===== config.mk =====
export PLATFORM = sky130hd
export DESIGN_NAME = uart_rx_fsm
export DESIGN_NICKNAME = d
export VERILOG_FILES = /design/src/rtl/uart_rx_fsm.sv
export SDC_FILE = /design/constraint.sdc
export NUM_CORES = 1
export LEC_CHECK = 0
export CORE_ASPECT_RATIO = 0.5
export CORE_UTILIZATION = 55
export DETAILED_ROUTE_END_ITERATION = 8
export PLACE_DENSITY = 0.83
export REMOVE_ABC_BUFFERS = 1
export SLEW_MARGIN = 20
export SYNTH_ARGS = -nofsm -noshare
export SYNTH_HDL_FRONTEND = slang
export SYNTH_SLANG_ARGS = --single-unit

===== constraint.sdc =====
create_clock -name clk -period 2.7 [get_ports clk]
set_input_delay 0.405 -clock clk [delete_from_list [all_inputs] [get_ports clk]]
set_output_delay 0.405 -clock clk [all_outputs]
set_load 0.01 [all_outputs]

===== src/rtl/uart_rx_fsm.sv =====
// UART receiver: start detect, mid-bit sampling, optional parity, 1-2 stop bits, one-word output buffer.
// Latency: rx_valid (or an error pulse) appears 1 clk after the final stop-bit rx_baud_tick.
// Backpressure: the single-word buffer holds until rx_valid && rx_ready; a frame completing while full is dropped with overrun_err.
//
// Ports:
//   clk, rst_n            clock; reset is asynchronous and active-high (rst_n = 1 resets)
//   rx_serial             asynchronous serial line, idles high
//   rx_half_baud_tick     mid-start-bit pulse from the baud generator
//   rx_baud_tick          per-bit pulse from the baud generator while rx_en = 1
//   rx_start_align        asks the generator to start half-baud alignment
//   rx_en                 enables the generator's full-baud ticking
//   rx_data/rx_valid/rx_ready   received word with valid/ready handshake
//   parity_err, framing_err, overrun_err   1-clk pulses, the frame is dropped
module uart_rx_fsm #(
    parameter int DATA_BITS  = 8,
    parameter int PARITY_EN  = 0,
    parameter int PARITY_ODD = 0,
    parameter int STOP_BITS  = 1
) (
    input  logic                 clk,
    input  logic                 rst_n,
    input  logic                 rx_serial,
    input  logic                 rx_half_baud_tick,
    input  logic                 rx_baud_tick,
    output logic                 rx_start_align,
    output logic                 rx_en,
    output logic [DATA_BITS-1:0] rx_data,
    output logic                 rx_valid,
    input  logic                 rx_ready,
    output logic                 parity_err,
    output logic                 framing_err,
    output logic                 overrun_err
);

    localparam logic [2:0] IDLE   = 3'd0;
    localparam logic [2:0] START  = 3'd1;
    localparam logic [2:0] DATA   = 3'd2;
    localparam logic [2:0] PARITY = 3'd3;
    localparam logic [2:0] STOP   = 3'd4;

    localparam logic [2:0] LAST_DATA = 3'(DATA_BITS - 1);
    localparam logic [2:0] LAST_STOP = 3'(STOP_BITS - 1);
    localparam logic       PAR_ODD   = (PARITY_ODD != 0);

    logic                 sync_q1;
    logic                 s_rx;
    logic                 s_rx_prev;
    logic [2:0]           state;
    logic [2:0]           cnt;
    logic [DATA_BITS-1:0] shreg;
    logic                 par_bad;
    logic                 frame_bad;
    logic                 exp_par;
    logic                 frame_done;
    logic                 stop_bad_now;

    assign exp_par      = (^shreg) ^ PAR_ODD;
    // The final stop tick is the completion point; its own sample is folded in
    // combinationally so the verdict lands exactly one clock later.
    assign frame_done   = (state == STOP) && rx_baud_tick && (cnt == LAST_STOP);
    assign stop_bad_now = frame_bad | ~s_rx;

    // Two-flop synchroniser plus one history flop for falling-edge detection.
    // Resetting to 1 (idle line) avoids a false start edge after reset.
    always_ff @(posedge clk or posedge rst_n) begin
        if (rst_n) begin
            sync_q1   <= 1'b1;
            s_rx      <= 1'b1;
            s_rx_prev <= 1'b1;
        end else begin
            sync_q1   <= rx_serial;
            s_rx      <= sync_q1;
            s_rx_prev <= s_rx;
        end
    end

    always_ff @(posedge clk or posedge rst_n) begin
        if (rst_n) begin
            state          <= IDLE;
            cnt            <= '0;
            shreg          <= '0;
            par_bad        <= 1'b0;
            frame_bad      <= 1'b0;
            rx_start_align <= 1'b0;
            rx_en          <= 1'b0;
        end else begin
            case (state)
                IDLE: begin
                    // Only a 1->0 edge arms; a line held low (break) never re-arms.
                    if (s_rx_prev && !s_rx) begin
                        state          <= START;
                        rx_start_align <= 1'b1;
                    end
                end
                START: begin
                    if (rx_half_baud_tick) begin
                        rx_start_align <= 1'b0;
                        if (!s_rx) begin
                            rx_en     <= 1'b1;
                            cnt       <= '0;
                            par_bad   <= 1'b0;
                            frame_bad <= 1'b0;
                            state     <= DATA;
                        end else begin
                            state <= IDLE;      // start bit was a glitch
                        end
                    end
                end
                DATA: begin
                    if (rx_baud_tick) begin
                        // Right shift: after DATA_BITS samples the first (LSB) bit sits in bit 0.
                        shreg <= {s_rx, shreg[DATA_BITS-1:1]};
                        if (cnt == LAST_DATA) begin
                            cnt   <= '0;
                            state <= (PARITY_EN != 0) ? PARITY : STOP;
                        end else begin
                            cnt <= cnt + 3'd1;
                        end
                    end
                end
                PARITY: begin
                    if (rx_baud_tick) begin
                        par_bad <= (s_rx != exp_par);
                        state   <= STOP;
                    end
                end
                STOP: begin
                    if (rx_baud_tick) begin
                        frame_bad <= stop_bad_now;
                        if (cnt == LAST_STOP) begin
                            rx_en <= 1'b0;
                            state <= IDLE;
                        end else begin
                            cnt <= cnt + 3'd1;
                        end
                    end
                end
                default: begin
                    state          <= IDLE;
                    rx_start_align <= 1'b0;
                    rx_en          <= 1'b0;
                end
            endcase
        end
    end

    // Output buffer and error pulses.
    always_ff @(posedge clk or posedge rst_n) begin
        if (rst_n) begin
            rx_data     <= '0;
            rx_valid    <= 1'b0;
            parity_err  <= 1'b0;
            framing_err <= 1'b0;
            overrun_err <= 1'b0;
        end else begin
            parity_err  <= 1'b0;
            framing_err <= 1'b0;
            overrun_err <= 1'b0;
            if (rx_valid && rx_ready) begin
                rx_valid <= 1'b0;
            end
            if (frame_done) begin
                if (stop_bad_now) begin
                    framing_err <= 1'b1;
                end else if (par_bad) begin
                    parity_err <= 1'b1;
                end else if (rx_valid && !rx_ready) begin
                    overrun_err <= 1'b1;        // old word is kept
                end else begin
                    // Also covers accept-and-load in the same cycle: valid stays high.
                    rx_data  <= shreg;
                    rx_valid <= 1'b1;
                end
            end
        end
    end

endmodule


==> metrics.md, run 1 <==
| Metric | Value |
|---|---|
| Status | completed |
| Area contributors post-synth | dfrtp_1 (50%), mux2_2 (12%), dfstp_2 (5.3%), xnor2_1 (3.5%), nand2b_1 (2.9%) |
| Fin nets | 151 |
| Clock sinks | 33 |
| Crit. End Element | register |
| NetSw | 0.000592 W |
| Worst VDD drop | roughly 520 µV |
| Slew at the pin closest to its max-slew limit | 0.453 ns |
| Antenna-violating nets left | 0 |
| Final wirelength | roughly 2500 µm |
| MaxCap Viol Count | 0 |
| Logic pwr share | 33.1% |
| Vias in the first global route | 870 |
| Setup CP Type | input pin to register |
| DRT Pass-1 Iters | 4 |
| Clock transition at path regs | 0.07 ns |
| Seq/Total Area, Yosys | between 50 and 60% |
| Die height | 38.9 µm |
| Num rows | 12 |
| Min cycle time layout | 1.80 ns |
| Core area | around 2400 µm² |
| Routed length per instance | 13.9 µm |
| Hold Path Class | register to register |
| Sequential share of power | 39.1% |
| Horiz. Die Dim | about 76 µm |
| Required @ worst endpoint | 2.87 ns |
| Switching share of total power | 30.0% |
| Routed vias/inst | 5.34 |
| First-pass GRT wire length | 3950 µm |
| Pleak | 0.848 nW |
| Slew headroom | 69.8% |
| Fin Clk Skew | roughly 0.0075 ns |
| GP Congestion | 0.880 |
| Area grow syn2layout | 24.0% |
| Largest net degree at the start of global routing | 34 |
| Setup Buffers After CTS | 0 |
| Fin Setup TNS | 0 ns |
| Total number of H-tree levels | 2 |
| # IOs | 20 |
| Critical path peak fanout | 8 |
| IO Port Bufs | 19 |
| Top-area cell type share of the netlist area | 50.0% |
| F_max | 556 MHz |
| Crit share post-route | between 60 and 70% |
| Ys Warns | 0 |
| # setup viols final | 0 |
| Worst skew pair latency | 0.28 ns |
| CTS tree | yes |
| RSZ-0062 raised after global routing | false |
| Yosys reg bits | 33 |
| Crit-path max cell delay | 0.59 ns |
| Yosys top cell by area | dfrtp_1 |
| Util after Layout | 78.0% |
| GRT Util Overall | 20.3% |
| Finished layout cell area | 1860 µm² |
| Synth Cell Area | around 1500 µm² |
| Clock power share | 27.8% |
| Starting DRT DRC Count | 21 |
| Initial Utilization | 62.9% |
| Clock buffer depth | 2 |
| Root buffer cell | clkbuf_8 |
| Max stage delay cell, worst path | clkdlybuf4s50_1 |
| Final Hold Vio Count | 0 |
| Proportion of layout cells with a drive suffix above 1 | 22.4% |
| Synth unique cells | 35 |
| Antenna diode instance count | 0 |
| Cts hold-fix bufs | 0 |
| Startpoint types | input pin |
| Num CTS Buffers | 5 |
| Slew Limit Fails | 0 |
| Area of the die | 2960 µm² |
| Post-CTS Resized | 0 |
| Cell count after synthesis | roughly 120 |
| DR vias | 950 |
| Detail Placement HPWL | roughly 1700 µm |
| WP data arrival | 1.97 ns |
| Critical path, cell by cell | clkdlybuf4s50_1 > and4bb_1 > nand3_2 > nand3b_4 > mux2_2 |
| Post-DP Area | around 1700 µm² |
| GR Overflow Total | 0 |
| Initial antenna violation count | 0 |
| Synthesized area per cell | 12.8 µm² |
| DRC | 0 |
| PD cells | between 1000 and 1500 nW/µm² |
| Power Internal | 0.00139 W |
critical path, delay by kind of cell:
kind	cells	cell delay [ns]
and+or+nand+nor	3	0.65
buffers and inverters	1	0.59
muxes	1	0.31
layout make-up:
cell class / count / area, µm²
clock buffer: 5 / 68.8
sequential: 33 / 830
timing repair buffer: 20 / 198
tap: 35 / 43.8
inverter: 5 / 18.8
multi-input combinational: 77 / 638
clock inverter: 3 / 65.1
fill: 153 / 526
worst paths after layout:
path	cells after the start	slack (ns)	start	to
max	5	0.90	rx_baud_tick	rx_data[3]$_DFFE_PP0P_
min	0	0.37	sync_q1$_DFF_PP1_	s_rx$_DFF_PP1_
max reg2reg	4	0.97	state[0]$_DFFE_PP0P_	cnt[0]$_DFFE_PP0P_
min reg2reg	0	0.37	sync_q1$_DFF_PP1_	s_rx$_DFF_PP1_
max in group asynchronous	3	1.87	rst_n	s_rx$_DFF_PP1_
min in group asynchronous	3	0.50	rst_n	shreg[0]$_DFFE_PP0P_
cell families (layout without fill, tap and decap cells):
logic type	Yosys count	after routing	synth area share [%]
buf+inv	7	33	2.25
flops	33	33	55.3
xor+xnor	7	7	5.00
mux	19	19	14.2
compound gates	18	18	8.08
fa+ha+maj	3	3	2.50
simple gates	30	30	12.7
per-layer routing:
metal / track usage, % / wire length, µm
met5: 0 / 0
met3: 7.81 / 109
met1: 23.6 / 1130
met2: 35.0 / 1220
met4: 6.94 / 18
Yosys cell counts:
| library cell | count |
|---|---|
| mux2i_1 | 1 |
| nand3b_1 | 1 |
| buf_6 | 1 |
| a2bb2oi_1 | 1 |
| a21oi_1 | 3 |
| inv_1 | 5 |
| or3_1 | 1 |
| mux2_2 | 16 |
| dfstp_2 | 3 |
| o21a_1 | 4 |
| nor2_1 | 5 |
| nor2b_1 | 2 |
| nand3b_4 | 1 |
| nand2_1 | 4 |
| clkbuf_1 | 1 |
| a22o_1 | 1 |
| xnor2_1 | 6 |
| o22ai_1 | 1 |
| mux2_1 | 2 |
| o21ai_2 | 1 |
| o31ai_1 | 1 |
| nor2_2 | 1 |
| ha_1 | 3 |
| nand2b_1 | 7 |
| nor3_1 | 2 |
| a21boi_0 | 1 |
| nand3_2 | 1 |
| and4bb_1 | 1 |
| xnor3_1 | 1 |
| o22a_1 | 1 |
| nand3_1 | 1 |
| o21ai_0 | 4 |
| or3b_1 | 1 |
| dfrtp_1 | 30 |
| and2b_1 | 2 |
power by group through the flow:
stage | Sequential (W) | Combinational [W] | Clock [W]
CTS | 0.000772 | 0.000669 | 0.000562
global placement | 0.000778 | 0.000638 | 0
floorplan | 0.000763 | 0.000480 | 0
global route | 0.000798 | 0.000724 | 0.000579
detailed placement | 0.000782 | 0.000662 | 0
finish | 0.000772 | 0.000656 | 0.000550
per-stage QoR:
stage	total power [W]	worst slack, ns	std cells	hold WS, ns
floorplan	0.00124	1.13	115	0.345
CTS	0.00200	0.901	178	0.376
finish	0.00198	0.903	178	0.370
detailed placement	0.00144	0.610	170	0.350
global route	0.00210	0.829	178	0.377
global placement	0.00142	0.670	170	0.346
sequential cells by signal, indices dropped and copies added (netlist names):
signal	count
rx_data	8
shreg	8
cnt	3
state	3
frame_bad	1
framing_err	1
overrun_err	1
par_bad	1
parity_err	1
rx_en	1
rx_start_align	1
rx_valid	1
s_rx	1
s_rx_prev	1
sync_q1	1
cell usage in the layout (no fill, tap or decap), types with 2 or more instances in the layout:
cell / Yosys / routed
bufinv_16: 0 / 2
nor2_1: 5 / 5
dfstp_2: 3 / 3
mux2_1: 2 / 2
o21ai_0: 4 / 4
ha_1: 3 / 3
nand2b_1: 7 / 7
clkbuf_8: 0 / 5
and2b_1: 2 / 2
a21oi_1: 3 / 3
xnor2_1: 6 / 6
inv_1: 5 / 5
clkdlybuf4s50_1: 0 / 19
o21a_1: 4 / 4
mux2_2: 16 / 16
dfrtp_1: 30 / 30
nand2_1: 4 / 4
nor2b_1: 2 / 2
nor3_1: 2 / 2
(Power assumes the default switching activity.)
==> inputs of run 2 (changes only) <==
- CORE_UTILIZATION: 55 -> 53
- PLACE_DENSITY: 0.83 -> 0.8
- clock period: 2.7 -> 1.7 ns (I/O delays scaled with it)
==> run 2 against run 1 <==
Net effect:
- the flow now finishes with violations (negative setup slack)
- first-iteration DRC count rose to 2.9 times the previous value
- critical path depth rose by 1
- power rose by 69%
- critical endpoint is now cnt[0]$_DFFE_PP0P_
- highest routed layer unchanged
==> metrics.md, run 2 (synthesis gave the netlist of run 1 again) <==
| Metric | Value |
|---|---|
| Min cycle time layout | 1.72 ns |
| Cts hold-fix bufs | 0 (unchanged) |
| RSZ-0062 raised after global routing | true (was false) |
| Crit-path max cell delay | 0.40 ns (was 0.59 ns) |
| Initial antenna violation count | 0 (unchanged) |
| Proportion of layout cells with a drive suffix above 1 | 32.9% (was 22.4%) |
| Setup slack after placement | -0.0913 ns (was 0.610 ns) |
| Worst VDD drop | 1090 µV (was 525 µV) |
| Slew at the pin closest to its max-slew limit | 0.407 ns (was 0.453 ns) |
| IO Port Bufs | 19 (unchanged) |
| Slew headroom | 72.9% (was 69.8%) |
| Routed length per instance | 14.8 µm (was 13.9 µm) |
| Core area | 2640 µm² (was 2390 µm²) |
| Setup CP Type | register to register (was input pin to register) |
| Clock sinks | 33 (unchanged) |
| Leading cell type in the layout, fill and taps excluded | dfrtp_1 (unchanged) |
| Required @ worst endpoint | 1.86 ns (was 2.87 ns) |
| Buf/Inv on CP | 1 (unchanged) |
| Antenna-violating nets left | 0 (unchanged) |
| Antenna diode instance count | 0 (unchanged) |
| Worst setup margin | -0.0181 ns (was 0.903 ns) |
| DR WL met3 | 171 µm (was 109 µm) |
| PD cells | 1660 nW/µm² (was 1060 nW/µm²) |
| Routed vias/inst | 5.24 (was 5.34) |
| Pleak | 0.918 nW (was 0.848 nW) |
| Clock buffer depth | 2 (unchanged) |
| Vias in the first global route | 893 (was 870) |
| Fin Clk Skew | 0.00427 ns (was 0.00747 ns) |
| Metal2 WL | 1360 µm (was 1220 µm) |
| Crit share post-route | 101% |
| Largest net degree at the start of global routing | 34 (unchanged) |
| Regs by FF count | rx_data (8), shreg (8) (unchanged) |
| Max stage delay cell, worst path | dfrtp_1 (was clkdlybuf4s50_1) |
| Critical path peak fanout | 4 (was 8) |
| Total number of H-tree levels | 2 (unchanged) |
| Status | finished with violations (was completed) |
| Detail Placement HPWL | 1830 µm (was 1710 µm) |
| Total chip power | 0.00334 W (was 0.00198 W) |
| Slew Limit Fails | 0 (unchanged) |
| Area grow syn2layout | 33.7% (was 24.0%) |
| GR Overflow Total | 0 (unchanged) |
| Startpoint types | register (was input pin) |
| Root buffer cell | clkbuf_8 (unchanged) |
| Failing checks | negative setup slack |
| Fin nets | 166 (was 151) |
| GRT Util Overall | 19.7% (was 20.3%) |
| # IOs | 20 (unchanged) |
| Worst skew pair latency | 0.28 ns (about the same) |
| # setup viols final | 2 (was 0) |
| Starting DRT DRC Count | 61 (was 21) |
| Initial Utilization | 57.0% (was 62.9%) |
| Area of the die | 3060 µm² (was 2960 µm²) |
| Max Used Layer | met4 (unchanged) |
| GP Congestion | 0.803 (was 0.880) |
| First-pass GRT wire length | 4270 µm (was 3950 µm) |
| Critical path, cell by cell | inv_2 > ha_4 > and2b_2 > o21a_1 > o21ai_4 > mux2_4 (was clkdlybuf4s50_1 > and4bb_1 > nand3_2 > nand3b_4 > mux2_2) |
| Hold_ws | 0.356 ns (was 0.370 ns) |
| Metal1 wirelength | 1330 µm (was 1130 µm) |
| F_max | 582 MHz |
| Most frequent cells in the layout | dfrtp_1 (30), clkdlybuf4s50_1 (19), mux2_2 (16) (unchanged) |
| Final wirelength | 2890 µm (was 2480 µm) |
| DRC | 0 (unchanged) |
| Num CTS Buffers | 5 (unchanged) |
| DRT Pass-1 Iters | 4 (unchanged) |
| MaxCap Viol Count | 0 (unchanged) |
| Die height | 39.6 µm (was 38.9 µm) |
| DR vias | 1022 (was 950) |
| Horiz. Die Dim | 77.3 µm (was 75.9 µm) |
| CTS tree | yes (unchanged) |
| CP delay by family, top | compound AO/OA/AOI/OAI gates (was simple AND/OR/NAND/NOR gates) |
| Hold Path Class | input pin to async pin (was register to register) |
| Crit. End Element | register (unchanged) |
| Num rows | 13 (was 12) |
| WP data arrival | 1.88 ns (was 1.97 ns) |
| Clock transition at path regs | 0.07 ns (about the same) |
| Fillers | 179 (was 153) |
| Final Hold Vio Count | 0 (unchanged) |
run 2: power by group:
| part | switching [W] | total [W] | leakage (nW) | internal [W] |
|---|---|---|---|---|
| logic | 0.000566 | 0.00138 | 0.428 | 0.000819 |
| registers | 0.000199 | 0.00120 | 0.432 | 0.00100 |
| clock network | 0.000272 | 0.000750 | 0.0585 | 0.000477 |
| total | 0.00104 | 0.00334 | 0.918 | 0.00230 |
run 2: worst paths after layout:
path	startpoint	to	slack [ns]	depth (start not counted)
max in group asynchronous	rst_n	s_rx_prev$_DFF_PP1_	1.02	3
worst min register to register	sync_q1$_DFF_PP1_	s_rx$_DFF_PP1_	0.36	0
worst max-delay path	cnt[0]$_DFFE_PP0P_	cnt[0]$_DFFE_PP0P_	-0.02	6
worst min-delay path	rst_n	state[2]$_DFFE_PP0P_	0.36	3
worst max register to register	cnt[0]$_DFFE_PP0P_	cnt[0]$_DFFE_PP0P_	-0.02	6
min in group clk	sync_q1$_DFF_PP1_	s_rx$_DFF_PP1_	0.36	0
run 2: repair_timing:
item	in CTS	in global routing
endpoints found under the setup margin	2	3
setup buffers	2	3
endpoints found under the hold margin	0	0
resized for setup	1	8
pin swaps	1	4
run 2: worst reg2reg max path: stages (launching register included):
cell	delay, ns
dfrtp_1	0.40
inv_2	0.06
ha_4	0.15
and2b_2	0.22
o21a_1	0.23
o21ai_4	0.21
mux2_4	0.33
run 2: layout make-up:
cell class | count | area (µm²) | area share, %
Clock buffer | 7 | 86.3 | 4.30
Clock inverter | 1 | 30.0 | 1.50
Inverter | 5 | 18.8 | 0.935
Multi-Input combinational cell | 77 | 669 | 33.4
Sequential cell | 33 | 830 | 41.3
Tap cell | 37 | 46.3 | 2.31
Timing Repair Buffer | 35 | 327 | 16.3
run 2: per-layer routing:
layer	up-vias	track usage, %
met1	493	25.4
met2	37	32.1
met5	-	0
li1	485	-
met4	0	7.08
met3	7	6.28
run 2: stage by stage:
step           cell area [µm²]  instances  util, %  setup TNS [ns]
4_1_cts                   1950        192     74.1               0
3_3_place_gp              1820        182     69.0          -0.695
2_1_floorplan             1490        115        -               0
6_report                  2010        195     76.2         -0.0259
5_1_grt                   2010        195     76.2         -0.0929
3_5_place_dp              1820        182     69.0          -0.777
